<file path="config.mk">
export PLATFORM = sky130hd
export DESIGN_NAME = pipe_stage_skid_reg
export DESIGN_NICKNAME = d
export VERILOG_FILES = /design/src/rtl/pipe_stage_skid_reg.sv
export SDC_FILE = /design/constraint.sdc
export NUM_CORES = 1
export LEC_CHECK = 0
export ABC_AREA = 1
export BUFFER_PORTS_ARGS = -buffer_cell sky130_fd_sc_hd__buf_4
export CAP_MARGIN = 25
export CORE_MARGIN = 5
export CORE_UTILIZATION = 50
export CTS_CLUSTER_SIZE = 10
export DETAILED_ROUTE_END_ITERATION = 10
export PLACE_DENSITY = 0.74
export SYNTH_ARGS = -nofsm -noshare
export SYNTH_HDL_FRONTEND = slang
export SYNTH_SLANG_ARGS = --single-unit
</file>
<file path="constraint.sdc">
create_clock -name clk -period 5.4 [get_ports clk]
set_input_delay 1.08 -clock clk [delete_from_list [all_inputs] [get_ports clk]]
set_output_delay 1.08 -clock clk [all_outputs]
set_load 0.02 [all_outputs]
</file>
<file path="src/rtl/pipe_stage_skid_reg.sv">
// pipe_stage_skid_reg
// Generic pipeline stage register with a valid/ready handshake, an external
// stall and an optional skid entry. With the skid entry enabled, in_ready is
// driven from state only, which cuts the combinational ready path through
// the stage. The control field is squashed on flush, while the data field
// keeps its value. A saturating counter records the back-pressured cycles.
module pipe_stage_skid_reg #(
    parameter int DATA_W  = 32,
    parameter int CTRL_W  = 16,
    parameter int SKID_EN = 1,
    parameter int CNT_W   = 16
) (
    input  logic              clk,
    input  logic              rst_n,
    input  logic              flush,
    input  logic              stall,
    input  logic              in_valid,
    output logic              in_ready,
    input  logic [DATA_W-1:0] in_data,
    input  logic [CTRL_W-1:0] in_ctrl,
    output logic              out_valid,
    input  logic              out_ready,
    output logic [DATA_W-1:0] out_data,
    output logic [CTRL_W-1:0] out_ctrl,
    output logic [CNT_W-1:0]  stall_cnt
);

    // Occupancy encoding: bit 0 = main entry valid, bit 1 = skid entry valid.
    typedef enum logic [1:0] {
        EMPTY = 2'b00,
        ONE   = 2'b01,
        FULL  = 2'b11
    } state_t;

    state_t            state;
    state_t            state_nxt;
    logic              main_v;
    logic              skid_v;
    logic [DATA_W-1:0] main_data;
    logic [CTRL_W-1:0] main_ctrl;
    logic [DATA_W-1:0] skid_data;
    logic [CTRL_W-1:0] skid_ctrl;
    logic              in_fire;
    logic              out_fire;
    logic              ld_main_in;
    logic              ld_main_skid;
    logic              ld_skid;
    logic              bp_cycle;

    // Increment that sticks at the all-ones value instead of wrapping.
    function automatic logic [CNT_W-1:0] sat_inc(input logic [CNT_W-1:0] v);
        logic [CNT_W-1:0] one;
        one = {{(CNT_W-1){1'b0}}, 1'b1};
        return (&v) ? v : v + one;
    endfunction

    assign main_v   = state[0];
    assign skid_v   = state[1];
    assign in_fire  = in_valid & in_ready;
    assign out_fire = main_v & out_ready & ~stall;
    // A back-pressured cycle: something to deliver, but it cannot leave.
    assign bp_cycle = main_v & (stall | ~out_ready) & ~flush;

    // Occupancy register; reset and flush both empty the stage.
    always_ff @(posedge clk or negedge rst_n) begin
        if (!rst_n) begin
            state <= EMPTY;
        end else begin
            state <= state_nxt;
        end
    end

    // Next occupancy and which payload slots load this cycle.
    always_comb begin
        state_nxt    = state;
        ld_main_in   = 1'b0;
        ld_main_skid = 1'b0;
        ld_skid      = 1'b0;
        if (flush) begin
            state_nxt = EMPTY;
        end else begin
            case (state)
                EMPTY: begin
                    if (in_fire) begin
                        state_nxt  = ONE;
                        ld_main_in = 1'b1;
                    end
                end
                ONE: begin
                    if (in_fire && out_fire) begin
                        ld_main_in = 1'b1;
                    end else if (in_fire) begin
                        // Only reachable with the skid entry: the single-entry
                        // in_ready already implies out_fire when main is full.
                        state_nxt = FULL;
                        ld_skid   = 1'b1;
                    end else if (out_fire) begin
                        state_nxt = EMPTY;
                    end
                end
                FULL: begin
                    if (out_fire) begin
                        state_nxt    = ONE;
                        ld_main_skid = 1'b1;
                    end
                end
                default: begin
                    state_nxt = EMPTY;
                end
            endcase
        end
    end

    // Payload storage: flush zeroes control only, data keeps its last value.
    always_ff @(posedge clk or negedge rst_n) begin
        if (!rst_n) begin
            main_data <= '0;
            main_ctrl <= '0;
            skid_data <= '0;
            skid_ctrl <= '0;
        end else if (flush) begin
            main_ctrl <= '0;
            skid_ctrl <= '0;
        end else begin
            if (ld_main_in) begin
                main_data <= in_data;
                main_ctrl <= in_ctrl;
            end else if (ld_main_skid) begin
                main_data <= skid_data;
                main_ctrl <= skid_ctrl;
            end
            if (ld_skid) begin
                skid_data <= in_data;
                skid_ctrl <= in_ctrl;
            end
        end
    end

    // Back-pressure counter, saturating, cleared only by reset.
    always_ff @(posedge clk or negedge rst_n) begin
        if (!rst_n) begin
            stall_cnt <= '0;
        end else if (bp_cycle) begin
            stall_cnt <= sat_inc(stall_cnt);
        end
    end

    // Outputs; stale control is masked whenever the main entry is empty.
    always_comb begin
        out_valid = main_v;
        out_data  = main_data;
        out_ctrl  = main_v ? main_ctrl : '0;
        if (SKID_EN != 0) begin
            in_ready = ~skid_v & ~stall;
        end else begin
            in_ready = (~main_v | out_ready) & ~stall;
        end
    end

endmodule

</file>
==> impl.org <==
** Outcome
- Run status :: finished clean

** Finish
- The filler cells instantiated in the layout total 1072.
- Summing all non-filler instances in the final layout gives an area of 0.007508 mm^2.
- The area growth from synthesis to layout is 25.65%.
- Proportion of layout cells with a drive suffix above 1 :: 19.60%
- Excluding fillers, the count of instances in the completed layout stands at 1045.
- After the last flow step, the layout net total stands at 944.
- The repair_antennas step left the layout with diodes totalling 0.

** Setup path
- The worst register-to-register path ends at main_ctrl[7]$_DFFE_PN0P_.
- Timing startpoint of the critical path :: state[0]$_DFFE_PN0P_
- STA puts the critical path data arrival time at 1.77 ns.
- Reg2reg path depth :: 7
- Data required time at the worst endpoint :: 4.32 ns
- In this run the worst setup path terminates at out_ctrl[6].
- STA classifies the critical path endpoint as an output pin.
- Across all register-to-register paths, the minimum setup slack is 2.58 ns.
- The startpoint identified for the worst register-to-register timing path is state[0]$_DFFE_PN0P_.
- Startpoint type of the worst setup path :: register
- The worst setup path is of the register to output pin kind.
- Maximum net fanout on the critical path :: 24

** Power
- The analysis attributes to cell leakage a power of 3.965 nW.
- Share of power burned in registers :: 36.7%
- Total power divided by cell area :: 474.0 mW/mm^2
- Net switching is 35.01% of the power.
- Of the total power, combinational logic draws 31.5%.
- Worst ir drop on vdd :: 0.0002514 V
- Summed over all nets, the switching power comes to 1.246 mW.
- In this run, the clock network consumes 31.8% of the power.
- Internal power :: 2.313 mW

** GRT
- For this run, the total global-route usage over all layers was measured as 21.90%.
- Summed over all layers, the global routing overflow is 0.
- Entering global routing, the biggest net connects 78 pins.
- The first global-routing pass estimated 25.27 mm of wire.
- Antenna violations before repair :: 0
- The number of global-route vias before repair came to 5237.

** Synth
- Library cell with the highest instance count after synthesis :: sky130_fd_sc_hd__nand2_1
- By count the netlist is led by sky130_fd_sc_hd__nand2_1, sky130_fd_sc_hd__nand3_1, sky130_fd_sc_hd__dfrtp_1.
- For this run, the leading register cell type out of synthesis is sky130_fd_sc_hd__dfrtp_1.
- Post-Synthesis Net Count :: 847
- Number of synthesized register bits :: 114
- The synthesized design devotes to its leading area cell type 47.74% of total area.
- Number of distinct standard cells referenced by the synthesized netlist :: 25
- After synthesis, the share of flip-flops with an asynchronous set or reset is 100.0%.
- Area of the mapped netlist :: 0.005976 mm^2
- Sequential elements use 47.74% of the synthesized area.
- Ranking of synthesized cells by area :: sky130_fd_sc_hd__dfrtp_1, sky130_fd_sc_hd__nand3_1, sky130_fd_sc_hd__nand2_1
- Average footprint of a synthesized cell :: 7.583 um^2
- Post-Synthesis Cells :: 788
- Yosys mapped a number of flops with a built-in enable equal to 0.
- Warnings from Yosys :: 0
- The biggest area contributor in the post-synthesis netlist is sky130_fd_sc_hd__dfrtp_1.

** Clocking
- Post-CTS Resized :: 0
- Number of buffers between clock root and the deepest sink :: 2
- Number of sinks on the clock net :: 114
- Number of hold buffers added after cts :: 0
- After clock tree synthesis, the clock-pin slew on the worst setup and hold paths is 0.05 ns.
- For the worst-skew pair, the clock arrives at the later sink with an insertion delay of 0.41 ns.
- Number of H-tree levels :: 4
- TritonCTS Buffers :: 17
- CTS tree :: yes
- Post-CTS setup buffer count :: 0
- The root buffer cell chosen for the clock tree is sky130_fd_sc_hd__clkbuf_16.

** Timing
- Setup slack closes at 2.545 ns.
- Crit share post-route :: 52.87%
- Least-Margin Pin Slew :: 0.8710 ns
- Final critical delay including setup and external delays :: 2.855 ns
- For the final routed database, the setup TNS stands at 0 ns.
- Maximum achievable frequency :: 0.3503 GHz
- Final hold analysis gives a worst-case slack of 0.5080 ns.
- Number of failing setup endpoints in the final timing report :: 0
- Unrepaired setup endpoints after global routing :: no
- Slew Viols, Final :: 0
- Remaining max-slew budget at the tightest pin :: 41.93%
- On the final layout, the worst clock skew is 0.004875 ns.
- The number of hold violations in the final report came to 0.

** Detailed routing
- Number of DRC markers in iteration 0 :: 583
- Total iterations of the first detailed-routing run :: 5
- The count of nets left with antenna violations once routing finished came out at 0.
- In the routed layout, each cell is associated on average with a via count of 5.187.
- Wires add up to 14.86 mm.
- Summing over every cut layer, the via total after detailed routing is 5420.
- After detailed routing, the number of remaining DRC violations is 0.
- Routed WL per cell :: 14.22 um

** Flow run
- # Max-Cap Violations :: 0

** Placement
- Once placement finished, the instance area stood at 0.006905 mm^2.
- After legalization and detailed placement, the total HPWL measured 9.389 mm.
- Port Buf Inserts :: 119
- After detailed placement, the design holds a cell count of 1013.
- At the placement stage, the worst setup path has a slack of 2.253 ns.
- Gp weighted congestion :: 0.8367

** Floorplan
- The floorplan step defined a die boundary enclosing 0.01424 mm^2.
- Pin placement for this block handled 120 I/O pins.
- The initialized floorplan defines 40 standard-cell rows.
- The die is 119.3 um tall.
- In this run the horizontal extent of the chip is 119.3 um.
- Area of the core region :: 0.01186 mm^2
- For this configuration, the core starts out at a cell density of 50.38%.

** Min path
- In this run the worst hold path is classified as register to register.
[state kept, by name, summed over array words and instances, names as in the netlist]
name,cells
main_ctrl,16
stall_cnt,16
skid_ctrl,16
state,2
out_data,32
skid_data,32
[per-layer routing]
metal  part of all wire [%]  global-route usage (%)  vias to the layer above
met4                    1.4                   8.447                        0
met1                     44                   28.38                     2538
met3                    6.0                   5.271                       18
li1                       -                       -                     2709
met2                     49                   35.54                      155
met5                      0                       0                        -
[logic make-up (layout without fill, tap and decap cells)]
family | count (synthesis) | count (layout) | share of synthesized area [%]
adder cells (fa/ha/maj) | 5 | 5 | 1.047
AND/OR/NAND/NOR | 439 | 439 | 33.29
flip-flops | 114 | 114 | 47.74
buffers and inverters | 160 | 270 | 10.99
AO/OA/AOI/OAI | 58 | 58 | 5.172
XOR/XNOR | 12 | 12 | 1.759
[metrics by stage]
stage	utilization (%)	total power, mW
floorplan	-	1.982
global placement	57.88	2.412
detailed placement	58.22	2.445
CTS	63.30	3.589
global route	63.30	3.769
finish	63.30	3.559
[power by group through the flow]
stage	Clock, mW	Sequential [mW]	Combinational [mW]
finish	1.13	1.30	1.12
global placement	0	1.31	1.10
global route	1.19	1.34	1.24
CTS	1.15	1.30	1.13
floorplan	0	1.44	0.542
detailed placement	0	1.31	1.13
[worst min path at each step]
stage | startpoint | end | slack, ns | depth (start not counted)
after floorplan | skid_data[0]$_DFFE_PN0P_ | skid_data[0]$_DFFE_PN0P_ | 0.48 | 2
after global placement | skid_data[3]$_DFFE_PN0P_ | skid_data[3]$_DFFE_PN0P_ | 0.49 | 2
after detailed placement | out_data[5]$_DFFE_PN0P_ | out_data[5]$_DFFE_PN0P_ | 0.50 | 2
after CTS | out_data[5]$_DFFE_PN0P_ | out_data[5]$_DFFE_PN0P_ | 0.51 | 2
after global routing | out_data[20]$_DFFE_PN0P_ | out_data[20]$_DFFE_PN0P_ | 0.53 | 2
final | skid_data[26]$_DFFE_PN0P_ | skid_data[26]$_DFFE_PN0P_ | 0.51 | 2
[layout make-up]
type,count,area (um^2),area share (%)
inverter,111,416.7,5.549
sequential,114,2853,37.99
timing repair buffer,127,978.4,13.03
clock inverter,14,163.9,2.183
multi-input combinational,514,2474,32.94
clock buffer,18,439.2,5.849
tap,147,183.9,2.450
[critical path, stage by stage (launching register included)]
cell and delay [ns]:
sky130_fd_sc_hd__dfrtp_1 0.91, sky130_fd_sc_hd__nand2_1 0.21, sky130_fd_sc_hd__inv_1 0.11, sky130_fd_sc_hd__buf_4 0.14
[layout by cell type, fill, tap and decap left out]
cell / Yosys / layout
sky130_fd_sc_hd__a21oi_2: 1 / 1
sky130_fd_sc_hd__clkbuf_8: 0 / 1
sky130_fd_sc_hd__buf_12: 0 / 2
sky130_fd_sc_hd__nand2_2: 2 / 2
sky130_fd_sc_hd__nand2_1: 157 / 157
sky130_fd_sc_hd__nand3_2: 4 / 4
sky130_fd_sc_hd__xnor2_1: 8 / 8
sky130_fd_sc_hd__nor2_4: 3 / 3
sky130_fd_sc_hd__nor2_2: 1 / 1
sky130_fd_sc_hd__xor2_1: 4 / 4
sky130_fd_sc_hd__dfrtp_1: 114 / 114
sky130_fd_sc_hd__nor2_1: 86 / 86
sky130_fd_sc_hd__o21ai_0: 22 / 22
sky130_fd_sc_hd__nand3_4: 1 / 1
sky130_fd_sc_hd__ha_1: 5 / 5
sky130_fd_sc_hd__clkinv_2: 0 / 4
sky130_fd_sc_hd__clkinvlp_4: 0 / 6
sky130_fd_sc_hd__nand4_1: 33 / 33
sky130_fd_sc_hd__nand3_1: 152 / 152
sky130_fd_sc_hd__buf_4: 6 / 125
sky130_fd_sc_hd__clkbuf_16: 0 / 17
sky130_fd_sc_hd__o21ai_4: 1 / 2
sky130_fd_sc_hd__clkinv_4: 0 / 1
sky130_fd_sc_hd__inv_1: 108 / 108
sky130_fd_sc_hd__a21oi_1: 33 / 33
sky130_fd_sc_hd__inv_2: 3 / 3
sky130_fd_sc_hd__bufinv_16: 0 / 3
No activity file was read; power rests on OpenSTA's default activity.
